### src/rtl/rv_bus_pkg.sv
// Shared types for the instruction/data bus arbiter: FSM states, port select and the
// round-robin pick used when both ports request in the same cycle.
package rv_bus_pkg;

    typedef enum logic [1:0] {
        IDLE = 2'd0,
        BUS  = 2'd1,
        RESP = 2'd2
    } bus_state_e;

    typedef enum logic {
        PORT_I = 1'b0,
        PORT_D = 1'b1
    } bus_port_e;

    localparam logic [3:0] FETCH_SEL = 4'b1111;

    // On conflict the port that did not win last time goes next.
    function automatic bus_port_e rr_pick(input logic ireq, input logic dreq,
                                          input bus_port_e last);
        bus_port_e pick;
        if (ireq && dreq) begin
            pick = (last == PORT_I) ? PORT_D : PORT_I;
        end else if (dreq) begin
            pick = PORT_D;
        end else begin
            pick = PORT_I;
        end
        return pick;
    endfunction

endpackage

### src/rtl/rv_bus_timeout.sv
// Bus-cycle watchdog: counts enabled cycles since the last clear and flags the cycle in
// which the count reaches the limit.
module rv_bus_timeout (
    input  logic        i_clk,
    input  logic        i_reset_n,
    input  logic        i_clear,
    input  logic        i_enable,
    input  logic [15:0] i_limit,
    output logic        o_expired
);

    logic [15:0] count_q;
    logic [16:0] count_inc;

    assign count_inc = {1'b0, count_q} + 17'd1;

    always_ff @(posedge i_clk) begin
        if (!i_reset_n || i_clear) begin
            count_q <= 16'd0;
        end else if (i_enable) begin
            count_q <= count_inc[15:0];
        end
    end

    // Combinational so the arbiter can leave BUS on the very edge the limit is reached.
    assign o_expired = i_enable && (count_inc == {1'b0, i_limit});

endmodule

### src/rtl/rv_bus_arb.sv
// Two-port (fetch/data) to single Wishbone classic master arbiter with round-robin
// conflict resolution, registered outputs and a per-transfer timeout.
module rv_bus_arb
    import rv_bus_pkg::*;
#(
    parameter int unsigned TIMEOUT_CYCLES = 255
) (
    input  logic        i_clk,
    input  logic        i_reset_n,

    input  logic        i_ibus_req,
    input  logic [31:0] i_ibus_adr,
    output logic        o_ibus_ack,
    output logic        o_ibus_err,
    output logic [31:0] o_ibus_rdata,

    input  logic        i_dbus_req,
    input  logic [31:0] i_dbus_adr,
    input  logic        i_dbus_we,
    input  logic [3:0]  i_dbus_sel,
    input  logic [31:0] i_dbus_wdata,
    output logic        o_dbus_ack,
    output logic        o_dbus_err,
    output logic [31:0] o_dbus_rdata,

    output logic        o_wb_cyc,
    output logic        o_wb_stb,
    output logic [31:0] o_wb_adr,
    output logic [31:0] o_wb_dat,
    output logic        o_wb_we,
    output logic [3:0]  o_wb_sel,
    input  logic [31:0] i_wb_dat,
    input  logic        i_wb_ack
);

    localparam logic [15:0] LIMIT = 16'(TIMEOUT_CYCLES);

    bus_state_e  state_q;
    bus_port_e   grant_q;
    bus_port_e   pick;
    logic        resp_err_q;
    logic [31:0] cap_dat_q;
    logic        expired;

    assign pick = rr_pick(i_ibus_req, i_dbus_req, grant_q);

    rv_bus_timeout u_timeout (
        .i_clk     (i_clk),
        .i_reset_n (i_reset_n),
        .i_clear   (state_q == IDLE),
        .i_enable  (state_q == BUS),
        .i_limit   (LIMIT),
        .o_expired (expired)
    );

    always_ff @(posedge i_clk) begin
        if (!i_reset_n) begin
            state_q      <= IDLE;
            grant_q      <= PORT_I;
            resp_err_q   <= 1'b0;
            cap_dat_q    <= 32'd0;
            o_wb_cyc     <= 1'b0;
            o_wb_stb     <= 1'b0;
            o_wb_we      <= 1'b0;
            o_wb_sel     <= 4'd0;
            o_wb_adr     <= 32'd0;
            o_wb_dat     <= 32'd0;
            o_ibus_ack   <= 1'b0;
            o_ibus_err   <= 1'b0;
            o_ibus_rdata <= 32'd0;
            o_dbus_ack   <= 1'b0;
            o_dbus_err   <= 1'b0;
            o_dbus_rdata <= 32'd0;
        end else begin
            o_ibus_ack <= 1'b0;
            o_ibus_err <= 1'b0;
            o_dbus_ack <= 1'b0;
            o_dbus_err <= 1'b0;

            unique case (state_q)
                IDLE: begin
                    if (i_ibus_req || i_dbus_req) begin
                        grant_q  <= pick;
                        state_q  <= BUS;
                        o_wb_cyc <= 1'b1;
                        o_wb_stb <= 1'b1;
                        if (pick == PORT_D) begin
                            o_wb_adr <= i_dbus_adr;
                            o_wb_we  <= i_dbus_we;
                            o_wb_sel <= i_dbus_sel;
                            o_wb_dat <= i_dbus_wdata;
                        end else begin
                            o_wb_adr <= i_ibus_adr;
                            o_wb_we  <= 1'b0;
                            o_wb_sel <= FETCH_SEL;
                            o_wb_dat <= 32'd0;
                        end
                    end
                end

                BUS: begin
                    // A slave ack in the expiry cycle still completes the transfer.
                    if (i_wb_ack) begin
                        o_wb_cyc   <= 1'b0;
                        o_wb_stb   <= 1'b0;
                        cap_dat_q  <= i_wb_dat;
                        resp_err_q <= 1'b0;
                        state_q    <= RESP;
                    end else if (expired) begin
                        o_wb_cyc   <= 1'b0;
                        o_wb_stb   <= 1'b0;
                        cap_dat_q  <= 32'd0;
                        resp_err_q <= 1'b1;
                        state_q    <= RESP;
                    end
                end

                RESP: begin
                    if (grant_q == PORT_I) begin
                        o_ibus_ack   <= !resp_err_q;
                        o_ibus_err   <= resp_err_q;
                        o_ibus_rdata <= cap_dat_q;
                    end else begin
                        o_dbus_ack   <= !resp_err_q;
                        o_dbus_err   <= resp_err_q;
                        o_dbus_rdata <= cap_dat_q;
                    end
                    state_q <= IDLE;
                end

                default: state_q <= IDLE;
            endcase
        end
    end

endmodule

### config.mk
export PLATFORM = sky130hd
export DESIGN_NAME = rv_bus_arb
export DESIGN_NICKNAME = d
export VERILOG_FILES = /design/src/rtl/rv_bus_pkg.sv /design/src/rtl/rv_bus_timeout.sv /design/src/rtl/rv_bus_arb.sv
export SDC_FILE = /design/constraint.sdc
export NUM_CORES = 1
export LEC_CHECK = 0
export ABC_AREA = 1
export ABC_CLOCK_PERIOD_IN_PS = 2900
export CAP_MARGIN = 20
export CORE_ASPECT_RATIO = 0.9
export CORE_MARGIN = 2
export CORE_UTILIZATION = 27
export DETAILED_ROUTE_END_ITERATION = 16
export DONT_BUFFER_PORTS = 1
export PLACE_DENSITY = 0.49
export SETUP_SLACK_MARGIN = 0.1
export SLEW_MARGIN = 20
export SYNTH_ARGS = -nofsm -noshare
export SYNTH_HDL_FRONTEND = slang
export SYNTH_HIERARCHICAL = 1
export SYNTH_SLANG_ARGS = --single-unit
### constraint.sdc
create_clock -name i_clk -period 2.9 [get_ports i_clk]
set_clock_uncertainty 0.05 [all_clocks]
set_input_delay 0.29 -clock i_clk [delete_from_list [all_inputs] [get_ports i_clk]]
set_output_delay 0.29 -clock i_clk [all_outputs]
set_load 0.03 [all_outputs]
Word-level counts from Yosys, hierarchy flattened
Index checks and enable logic that the tools add are counted.
{ "op_classes": {"add_sub_neg": 1, "mul": 0, "div_mod_pow": 0, "n_lt_le_gt_ge": 0, "eq_ne": 5, "shift": 0, "n_mux": 19, "n_bitwise": 3, "n_reduce_logical": 17} }
{ "ops": {"columns": ["op", "count"], "rows": [
  ["32-bit 2-to-1 mux", 4],
  ["16-bit by 1-bit adder with 17-bit output (second input constant)", 1],
  ["17-bit by 8-bit == test with 1-bit output (second input constant)", 1],
  ["2-bit AND reduction", 5],
  ["1-bit 2-to-1 mux", 9],
  ["2-bit 2-to-1 mux", 3],
  ["3-bit AND reduction", 2],
  ["4-bit 2-to-1 mux", 1],
  ["2-bit one-hot mux with 2 select lines", 1],
  ["2-bit nonzero test", 2],
  ["3-bit inequality test (second input constant)", 1],
  ["1-bit inverter", 3],
  ["3-bit OR reduction", 1],
  ["2-bit by 1-bit == test with 1-bit output (second input constant)", 1],
  ["2-bit == test (second input constant)", 1],
  ["1-bit logical AND", 2],
  ["1-bit zero test", 2],
  ["2-bit zero test", 1],
  ["1-bit logical OR", 2],
  ["2-bit inequality test (second input constant)", 1],
  ["1-bit one-hot mux with 2 select lines", 1]
]} }
{ "totals": {"register_bits": 190, "latchBits": 0, "ram_bits": 0, "mem_bits_ro": 0, "inputBits": 138, "out_inout_bits": 139, "wordCells": 61, "memories": 0} }

Depth between registers and ports, before layout
Gate-level depths: netlist of the first run.
{ "depth": {"word_depth": 6, "depth_mapped": 20, "depth_no_buf": 18} }

Cells and area by module
The synthesis of the first run kept the hierarchy.
{ "modules_own_cells": {"columns": ["mod", "instances", "cells_per_inst", "area_each_um2", "seq_area_each_um2"], "rows": [
  ["rv_bus_arb", 1, 1035, 7219.4, 3483.3],
  ["rv_bus_timeout", 1, 238, 1407.6, 320.3]
]} }

Worst setup path after synthesis of the first run
OpenSTA, ideal clock, no wires.
{ "synth_path": {"path_kind": "register -> register", "startpoint": "reg u_timeout.count_q[0]", "endpoint": "reg cap_dat_q[21]", "arrival_time_ns": 1.881, "required_time_ns": 2.718, "setup_slack_ns": 0.837, "stages_incl_launch_ff": 18, "path_cell_list": "dfxtp_1 ha_1 nand2_1 nor2_4 nand2_4 o21ai_2 nand2_1 nand2_1 nand2_1 nor2_2 nand2_1 nor2_1 inv_1 nand2_1 nand2_4 buf_4 nand2_1 a21oi_1"} }
{ "synth_between": {"elab_chain_len": 5} }
{ "synth_lines": {"columns": ["item", "line", "source"], "rows": [
  ["start, declared", "rv_bus_timeout.sv:12", "logic [15:0] count_q;"],
  ["start signal, assigned", "rv_bus_timeout.sv:21", "count_q <= count_inc[15:0];"],
  ["16-bit by 1-bit adder with 17-bit output", "rv_bus_timeout.sv:15", "assign count_inc = {1'b0, count_q} + 17'd1;"],
  ["17-bit by 8-bit == test with 1-bit output", "rv_bus_timeout.sv:26", "assign o_expired = i_enable && (count_inc == {1'b0, i_limit});"],
  ["1-bit logical AND", "rv_bus_timeout.sv:26", null],
  ["named net expired", "rv_bus_arb.sv:43", "logic expired;"],
  ["2-bit nonzero test (no source line)", null, null],
  ["2-bit AND reduction (no source line)", null, null],
  ["end signal, assigned", "rv_bus_arb.sv:106", "cap_dat_q <= i_wb_dat;"],
  ["end, declared", "rv_bus_arb.sv:42", "logic [31:0] cap_dat_q;"]
]} }
The timed path passes the listed nets, and every way through them passes these cells.
A chain may end at the register's enable or synchronous reset.

Worst setup path in the final report of the first run
{ "layout_path": {"startpoint": "reg state_q[0]", "endpoint": "reg o_wb_adr[0]"} }
{ "layout_between": {"elab_chain_len": 2} }
{ "layout_lines": {"columns": ["item", "line", "source"], "rows": [
  ["start, declared", "rv_bus_arb.sv:38", "bus_state_e state_q;"],
  ["start signal, assigned", "rv_bus_arb.sv:58", "state_q <= IDLE;"],
  ["start signal, assigned", "rv_bus_arb.sv:84", "state_q <= BUS;"],
  ["start signal, assigned", "rv_bus_arb.sv:108", "state_q <= RESP;"],
  ["2-bit zero test", "rv_bus_arb.sv:80", "unique case (state_q)"],
  ["2-bit AND reduction (no source line)", null, null],
  ["end signal, assigned", "rv_bus_arb.sv:88", "o_wb_adr <= i_dbus_adr;"],
  ["end signal, assigned", "rv_bus_arb.sv:93", "o_wb_adr <= i_ibus_adr;"],
  ["end, declared", "rv_bus_arb.sv:28", "output logic [31:0] o_wb_adr,"]
]} }
Every way passes these cells.

==> flow_summary_export.csv, run 1 <==
group,metric,value,unit
outcome,status,"completed",
power,power.switching_fraction,31.9,%
synthesis,ys_ff_latch,190,
setup_path,worst_setup_path_end_kind,"register",
clock_network,cts.sink_count,190,
clock_network,cts-buffers-inserted,17,
clock_network,cts_tree,"done",
routing,routedWlPerCell,14.7,um
setup_path,path_delay_family,"buffers and inverters",
power,power_frac_clock,38.1,%
setup_path,crit_slowest_cell,"dlygate4sd3_1",
timing,timing.final.crit_period,2.58,ns
power,p_per_area,583,nW/um2
timing,worst_slack,0.323,ns
timing,slew_headroom,44.0,%
timing,report.final.setup_viol,0,
routing,drc_errors,0,
setup_path,path_max_fanout,42,
clock_network,ctsHtreeMaxLevel,4,
setup_path,cp_data_required_time,3.19,ns
setup_path,ff2ff_setup_slack,0.32,ns
finish,layout.cell_area.non_filler,10500,um2
setup_path,crit_path_start_kind,"register",
synthesis,yosysTopAreaCellShare,44.1,%
floorplan,io_pins,277,
setup_path,reg2regPathDepth,8,
timing,finalHoldViolations,0,
floorplan,coreArea,31700,um2
routing,top_layer_used,"met4",
floorplan,start_util,27.3,%
floorplan,dieArea,33400,um2
routing,met2_length,12.0,mm
routing,detail_route.wirelength,26.1,mm
setup_path,slowest_delay,0.55,ns
power,power_share_of_the_sequential_group,49.4,%
clock_network,cts.reportedPaths.clkPinSlew,0.08,ns
global_routing,vias_in_the_first_global_route,7393,
synthesis,syn_inst,1273,
timing,timing_worst_slew_pin_value,0.838,ns
routing,detail_route.vias_per_cell,4.45,
min_path,min_path_cells,4,
placed_design,place.detailed.hpwl,17.4,mm
routing,postRouteAntennaNets,0,
global_routing,grt_first_pass_wirelength,39.8,mm
power,power.switching,1.95,mW
routing,met3RoutedLength,2.07,mm
power,vdd.ir_drop.worst,0.402,mV
synthesis,syn_avg_cell_area,6.78,um2
floorplan,die_w,192,um
finish,layout.cells.most_common_list,"nand2_1, dfxtp_1, inv_1, nor2_1, a21oi_1",
synthesis,ys_top_cells_by_area,"dfxtp_1, nand2_1, a21oi_1, inv_1, nor2_1",
synthesis,synthDistinctLibCells,29,
global_routing,antenna_found_initial,1,
routing,met1Wirelength,11.3,mm
job,number_of_maximum_capacitance_constraint_violations,0,
timing,max_freq,388,MHz
floorplan,die-height,174,um
synthesis,synthesis.area,8630,um2
global_routing,grt_start_max_net_pins,70,
routing,drtPass1Iterations,8,
synthesis,synth.yosys.seq_area_share,44.1,%
synthesis,yosys_warnings,6,
clock_network,clock-root-buffer,"clkbuf_16",
routing,dr.first_iter.drc_count,337,
finish,design.final.nets,1488,
global_routing,grt.overflow.total,0,
setup_path,critical_path_arrival,2.87,ns
finish,layout.cells.most_common,"nand2_1",
setup_path,timing_worst_setup_path_type,"register to register",
finish,drive_above_1_share,5.73,%
setup_path,cp_num_buf_inv,3,
timing,final_max_slew_viol_count,0,
min_path,timing.hold.worst.class,"input pin to register",
timing,grt_setup_unrepaired,"false",
floorplan,floorplan.rows,62,
global_routing,grt_usage,15.4,%
placed_design,placement.io_buffers,0,
setup_path,critical_path.cell_chain,"inv_2, nand2_1, nor2_8, buf_12, nand2_1, nor2_1, nor2_1, dlygate4sd3_1",
finish,areaGrowthSynthToFinish,21.3,%
placed_design,dpl_worst_slack,0.468,ns
timing,fin_hold_ws,0.0331,ns
synthesis,area_leader_netlist,"dfxtp_1",
timing,totalNegativeSetupSlack,0,ns
setup_path,timing.critical_path.depth,8,
placed_design,place_area,8960,um2
power,power.leakage,4.49,nW
clock_network,worst_skew_pair.late_latency,0.45,ns
clock_network,clk_path_buf_depth,2,
power,pwr-share-comb,12.5,%
routing,via_count,7908,
timing,layout_worst_path_cycle_share,88.9,%
power,cell_internal_pwr,4.16,mW
placed_design,gpl.final_weighted_congestion,0.849,
[worst paths after layout]
| check | start | end |
|---|---|---|
| min | i_dbus_we | o_wb_we |
| min reg2reg | resp_err_q | o_ibus_ack |
| max | state_q[0] | o_wb_adr[0] |
| max reg2reg | state_q[0] | o_wb_adr[0] |
[worst register-to-register path, delay by kind of cell, from the launching register on]
family | cells | cell delay (ns)
and+or+nand+nor | 5 | 1.01
DFF | 1 | 0.35
buffers and inverters | 3 | 1.06
[per-stage QoR]
| step | power [mW] | std cells | utilization (%) |
|---|---|---|---|
| 6_report | 6.10 | 1779 | 33.1 |
| 5_1_grt | 6.43 | 1779 | 33.1 |
| 4_1_cts | 6.22 | 1778 | 33.0 |
| 3_5_place_dp | 3.72 | 1657 | 28.3 |
| 3_3_place_gp | 3.71 | 1657 | 28.3 |
| 2_1_floorplan | 3.57 | 1300 | - |
[layout make-up]
type / instances / area (um2)
repair buffers: 103 / 1030
well taps: 416 / 520
fillers: 3406 / 21200
clock buffers: 17 / 425
clock inverters: 15 / 153
diodes: 1 / 2.50
inverters: 182 / 684
flip-flops and latches: 190 / 3800
multi-input cells: 855 / 3850
[power by group through the flow]
stage | logic [mW] | registers (mW) | clock network (mW)
3_3_place_gp | 0.638 | 3.08 | 0
4_1_cts | 0.765 | 3.02 | 2.44
5_1_grt | 0.866 | 3.03 | 2.53
3_5_place_dp | 0.641 | 3.08 | 0
6_report | 0.761 | 3.02 | 2.33
2_1_floorplan | 0.538 | 3.03 | 0
[kinds of logic (layout without fill, tap and decap cells)]
kind of cell | Yosys count | after routing | share of synthesized area, %
buffers and inverters | 255 | 317 | 12.7
AO/OA/AOI/OAI | 203 | 203 | 12.0
XOR/XNOR | 4 | 4 | 0.725
flip-flops | 190 | 190 | 44.1
other | 2 | 30 | 0.0871
adder cells (fa/ha/maj) | 1 | 1 | 0.145
AND/OR/NAND/NOR | 618 | 618 | 30.2
[cells in the mapped netlist]
master / n
nand3b_1: 4
nor2_8: 2
ha_1: 1
o21ai_2: 3
clkbuf_1: 26
nor3_1: 4
conb_1: 2
nand4_1: 38
a21oi_2: 1
dfxtp_1: 190
o211ai_1: 3
xor2_1: 2
nor2_4: 5
xnor3_1: 2
nand2_2: 5
nand2_4: 4
nand3_1: 27
nand2_1: 363
nor2_2: 4
buf_2: 26
inv_2: 4
buf_6: 8
nor2_1: 160
nand3_2: 2
o21ai_0: 52
a21oi_1: 144
buf_4: 13
inv_1: 175
clkinv_1: 3
[sequential cells by signal, summed over array words and instances, names as in the netlist]
register and count:
cap_dat_q 32, o_dbus_rdata 32, o_ibus_rdata 32, o_wb_adr 32, o_wb_dat 32, u_timeout/count_q 16, o_wb_sel 4, state_q 2
grant_q 1, o_dbus_ack 1, o_dbus_err 1, o_ibus_ack 1, o_ibus_err 1, o_wb_stb 1, o_wb_we 1, resp_err_q 1
[per-layer routing]
layer,up-vias,GRT usage (%)
met1,3529,18.2
met3,49,4.51
met4,0,7.60
li1,4055,-
met5,-,0
met2,275,25.3
[repair_timing]
action / in CTS / in global routing
gates resized for setup: 0 / 1
hold buffers: 89 / 0
setup endpoints to repair: 0 / 1
setup buffers: 0 / 0
endpoints found under the hold margin: 132 / 0
No activity file was read; power rests on OpenSTA's default activity.
==> run 2, diff against run 1 <==
--- a/config.mk
+++ b/config.mk
@@ -10,10 +10,10 @@
 export CAP_MARGIN = 20
 export CORE_ASPECT_RATIO = 0.9
 export CORE_MARGIN = 2
-export CORE_UTILIZATION = 27
+export CORE_UTILIZATION = 42
 export DETAILED_ROUTE_END_ITERATION = 16
 export DONT_BUFFER_PORTS = 1
-export PLACE_DENSITY = 0.49
+export PLACE_DENSITY = 0.65
 export SETUP_SLACK_MARGIN = 0.1
 export SLEW_MARGIN = 20
 export SYNTH_ARGS = -nofsm -noshare
==> run 2 against run 1 <==
Non-clock buffer count fell by 32. Setup slack improved by 0.19 ns. Total power fell by 0.54%. Via count decreased by 1.6%. Maximum frequency up 7.8%. Sequential cell count stayed put. Sequential power barely moved. Sequential share of layout area is 1.9 points higher. Global-route usage up 6.1 points. Critical path type unchanged. Largest cell class unchanged. Largest power group unchanged.
==> flow_summary_export.csv, run 2 (synthesis results as in run 1) <==
group,metric,value,unit
clock_network,cts.sink_count,190,
routing,dr.first_iter.drc_count,660,
setup_path,r2r_end,"cap_dat_q[29]",
timing,finalHoldViolations,0,
setup_path,timing_worst_setup_path_type,"register to register",
min_path,min_path_cells,4,
floorplan,coreArea,20000,um2
floorplan,floorplan.rows,49,
floorplan,start_util,43.0,%
routing,via_count,7785,
min_path,timing.hold.worst.class,"input pin to register",
outcome,status,"completed",
timing,max_freq,418,MHz
timing,layout_worst_path_cycle_share,82.4,%
clock_network,clk_path_buf_depth,2,
floorplan,die-height,140,um
setup_path,critical_path.reg2reg.startpoint,"u_timeout/count_q[0]",
power,p_per_area,610,nW/um2
timing,timing.final.crit_period,2.39,ns
routing,routedWlPerCell,14.9,um
setup_path,path_max_fanout,35,
clock_network,post_cts_resized,0,
placed_design,place.detailed.hpwl,15.5,mm
power,vdd.ir_drop.worst,0.369,mV
job,number_of_maximum_capacitance_constraint_violations,0,
min_path,worstHoldStart,"i_ibus_adr[2]",
floorplan,dieArea,21700,um2
setup_path,crit_slowest_cell,"dfxtp_1",
global_routing,gr-usage-met2,37.1,%
timing,final_max_slew_viol_count,0,
clock_network,worst_skew_pair.late_latency,0.43,ns
routing,drc_errors,0,
floorplan,die_w,155,um
finish,layout.cells.most_common,"nand2_1",
finish,antenna_cells,0,
setup_path,slowest_delay,0.38,ns
placed_design,place_area,8760,um2
timing,totalNegativeSetupSlack,0,ns
global_routing,global_routing_s_busiest_layer,"met2",
routing,drtPass1Iterations,5,
clock_network,post-cts-setup-buffer-count,0,
global_routing,grt.overflow.total,0,
routing,postRouteAntennaNets,0,
global_routing,grt_usage,21.5,%
setup_path,path_delay_family,"simple AND/OR/NAND/NOR gates",
setup_path,critical_path.cell_chain,"ha_1, nand2_1, nor2_4, nand2_4, nor2_1, nand2_1, nand2_1, nand2_1, nand2_1, nor2_2, nand2_1, nor2_1, inv_1, nand2_1, nand2_4, nand2_1, a21oi_1",
setup_path,crit_path_start_kind,"register",
clock_network,cts-buffers-inserted,17,
global_routing,antenna_found_initial,0,
finish,layout.cells.most_common_list,"nand2_1, dfxtp_1, inv_1, nor2_1, a21oi_1",
setup_path,critical_path.startpoint,"u_timeout/count_q[0]",
finish,drive_above_1_share,5.71,%
floorplan,io_pins,277,
setup_path,cp_data_required_time,3.21,ns
setup_path,critical_path_arrival,2.70,ns
routing,detail_route.wirelength,23.6,mm
global_routing,vias_in_the_first_global_route,7301,
routing,detail_route.vias_per_cell,4.91,
global_routing,met1_usage,25.4,%
global_routing,grt_first_pass_wirelength,37.7,mm
global_routing,grt_start_max_net_pins,99,
clock_network,cts_tree,"done",
setup_path,worst_setup_path_end_kind,"register",
setup_path,cp_num_buf_inv,1,
setup_path,reg2regPathDepth,17,
setup_path,path_common_cell,"nand2_1",
timing,grt_setup_unrepaired,"false",
finish,design.final.nets,1456,
setup_path,ff2ff_setup_slack,0.51,ns
clock_network,clock-root-buffer,"clkbuf_16",
timing,slew_headroom,40.2,%
power,power.leakage,4.37,nW
clock_network,hold_buffers,58,
global_routing,met3_capacity_usage_during_global_routing,5.72,%
timing,report.final.setup_viol,0,
placed_design,placement.io_buffers,0,
min_path,worst_hold_path.endpoint,"o_wb_adr[2]",
clock_network,cts.reportedPaths.clkPinSlew,0.07,ns
clock_network,ctsHtreeMaxLevel,4,
timing,timing_worst_slew_pin_value,0.893,ns
finish,layout.cell_area.non_filler,9950,um2
finish,areaGrowthSynthToFinish,15.4,%
power,overall_power_after_layout,6.07,mW
placed_design,gpl.final_weighted_congestion,0.876,
-- run 2: cell types whose count changed in the layout (fill, tap and decap cells not counted), sizes merged --
cell and delta:
bufinv +1, clkbuf +2, dlygate4sd3 -31, buf -1, inv -1, diode -1, clkinv -2
-- run 2: stage by stage --
step                util, %  hold WS [ns]  std cells  worst slack [ns]
global route           49.6        0.0171       1585             0.127
CTS                    49.6      0.000144       1585             0.486
finish                 49.6        0.0193       1585             0.509
global placement       43.7         0.380       1495             0.576
detailed placement     43.7         0.382       1495             0.514
floorplan                 -         0.375       1300             0.837
-- run 2: tightest hold or removal path, cell delays in order --
cell and delay [ns]:
nand2_1 0.03, nand2_1 0.05, nor2_1 0.03, nor2_1 0.07
-- run 2: cell type report --
type,count,area (um2)
Sequential cell,190,3800
Clock inverter,13,149
Inverter,182,684
Clock buffer,19,443
Multi-Input combinational cell,855,3830
Tap cell,255,319
Timing Repair Buffer,71,721
Fill cell,1986,10100
-- run 2: worst max path at each step --
stage / end / slack, ns / depth (start not counted)
2_1_floorplan: cap_dat_q[21] / 0.84 / 17
3_3_place_gp: o_wb_stb / 0.58 / 16
5_1_grt: cap_dat_q[29] / 0.13 / 17
4_1_cts: o_wb_adr[3] / 0.49 / 8
6_report: cap_dat_q[29] / 0.51 / 17
3_5_place_dp: o_wb_stb / 0.51 / 16
-- run 2: metal layers --
metal  share of wire [%]  wire, um
met1                  43     10000
met2                  47     11100
met3                 7.4      1740
met4                 2.9       675
met5                   0         0
-- run 2: where the power goes --
| group | total (mW) | leakage (nW) | switching (mW) | internal [mW] |
|---|---|---|---|---|
| combinational | 0.703 | 2.54 | 0.453 | 0.250 |
| sequential | 3.01 | 1.55 | 0.282 | 2.73 |
| clock | 2.35 | 0.281 | 1.11 | 1.25 |
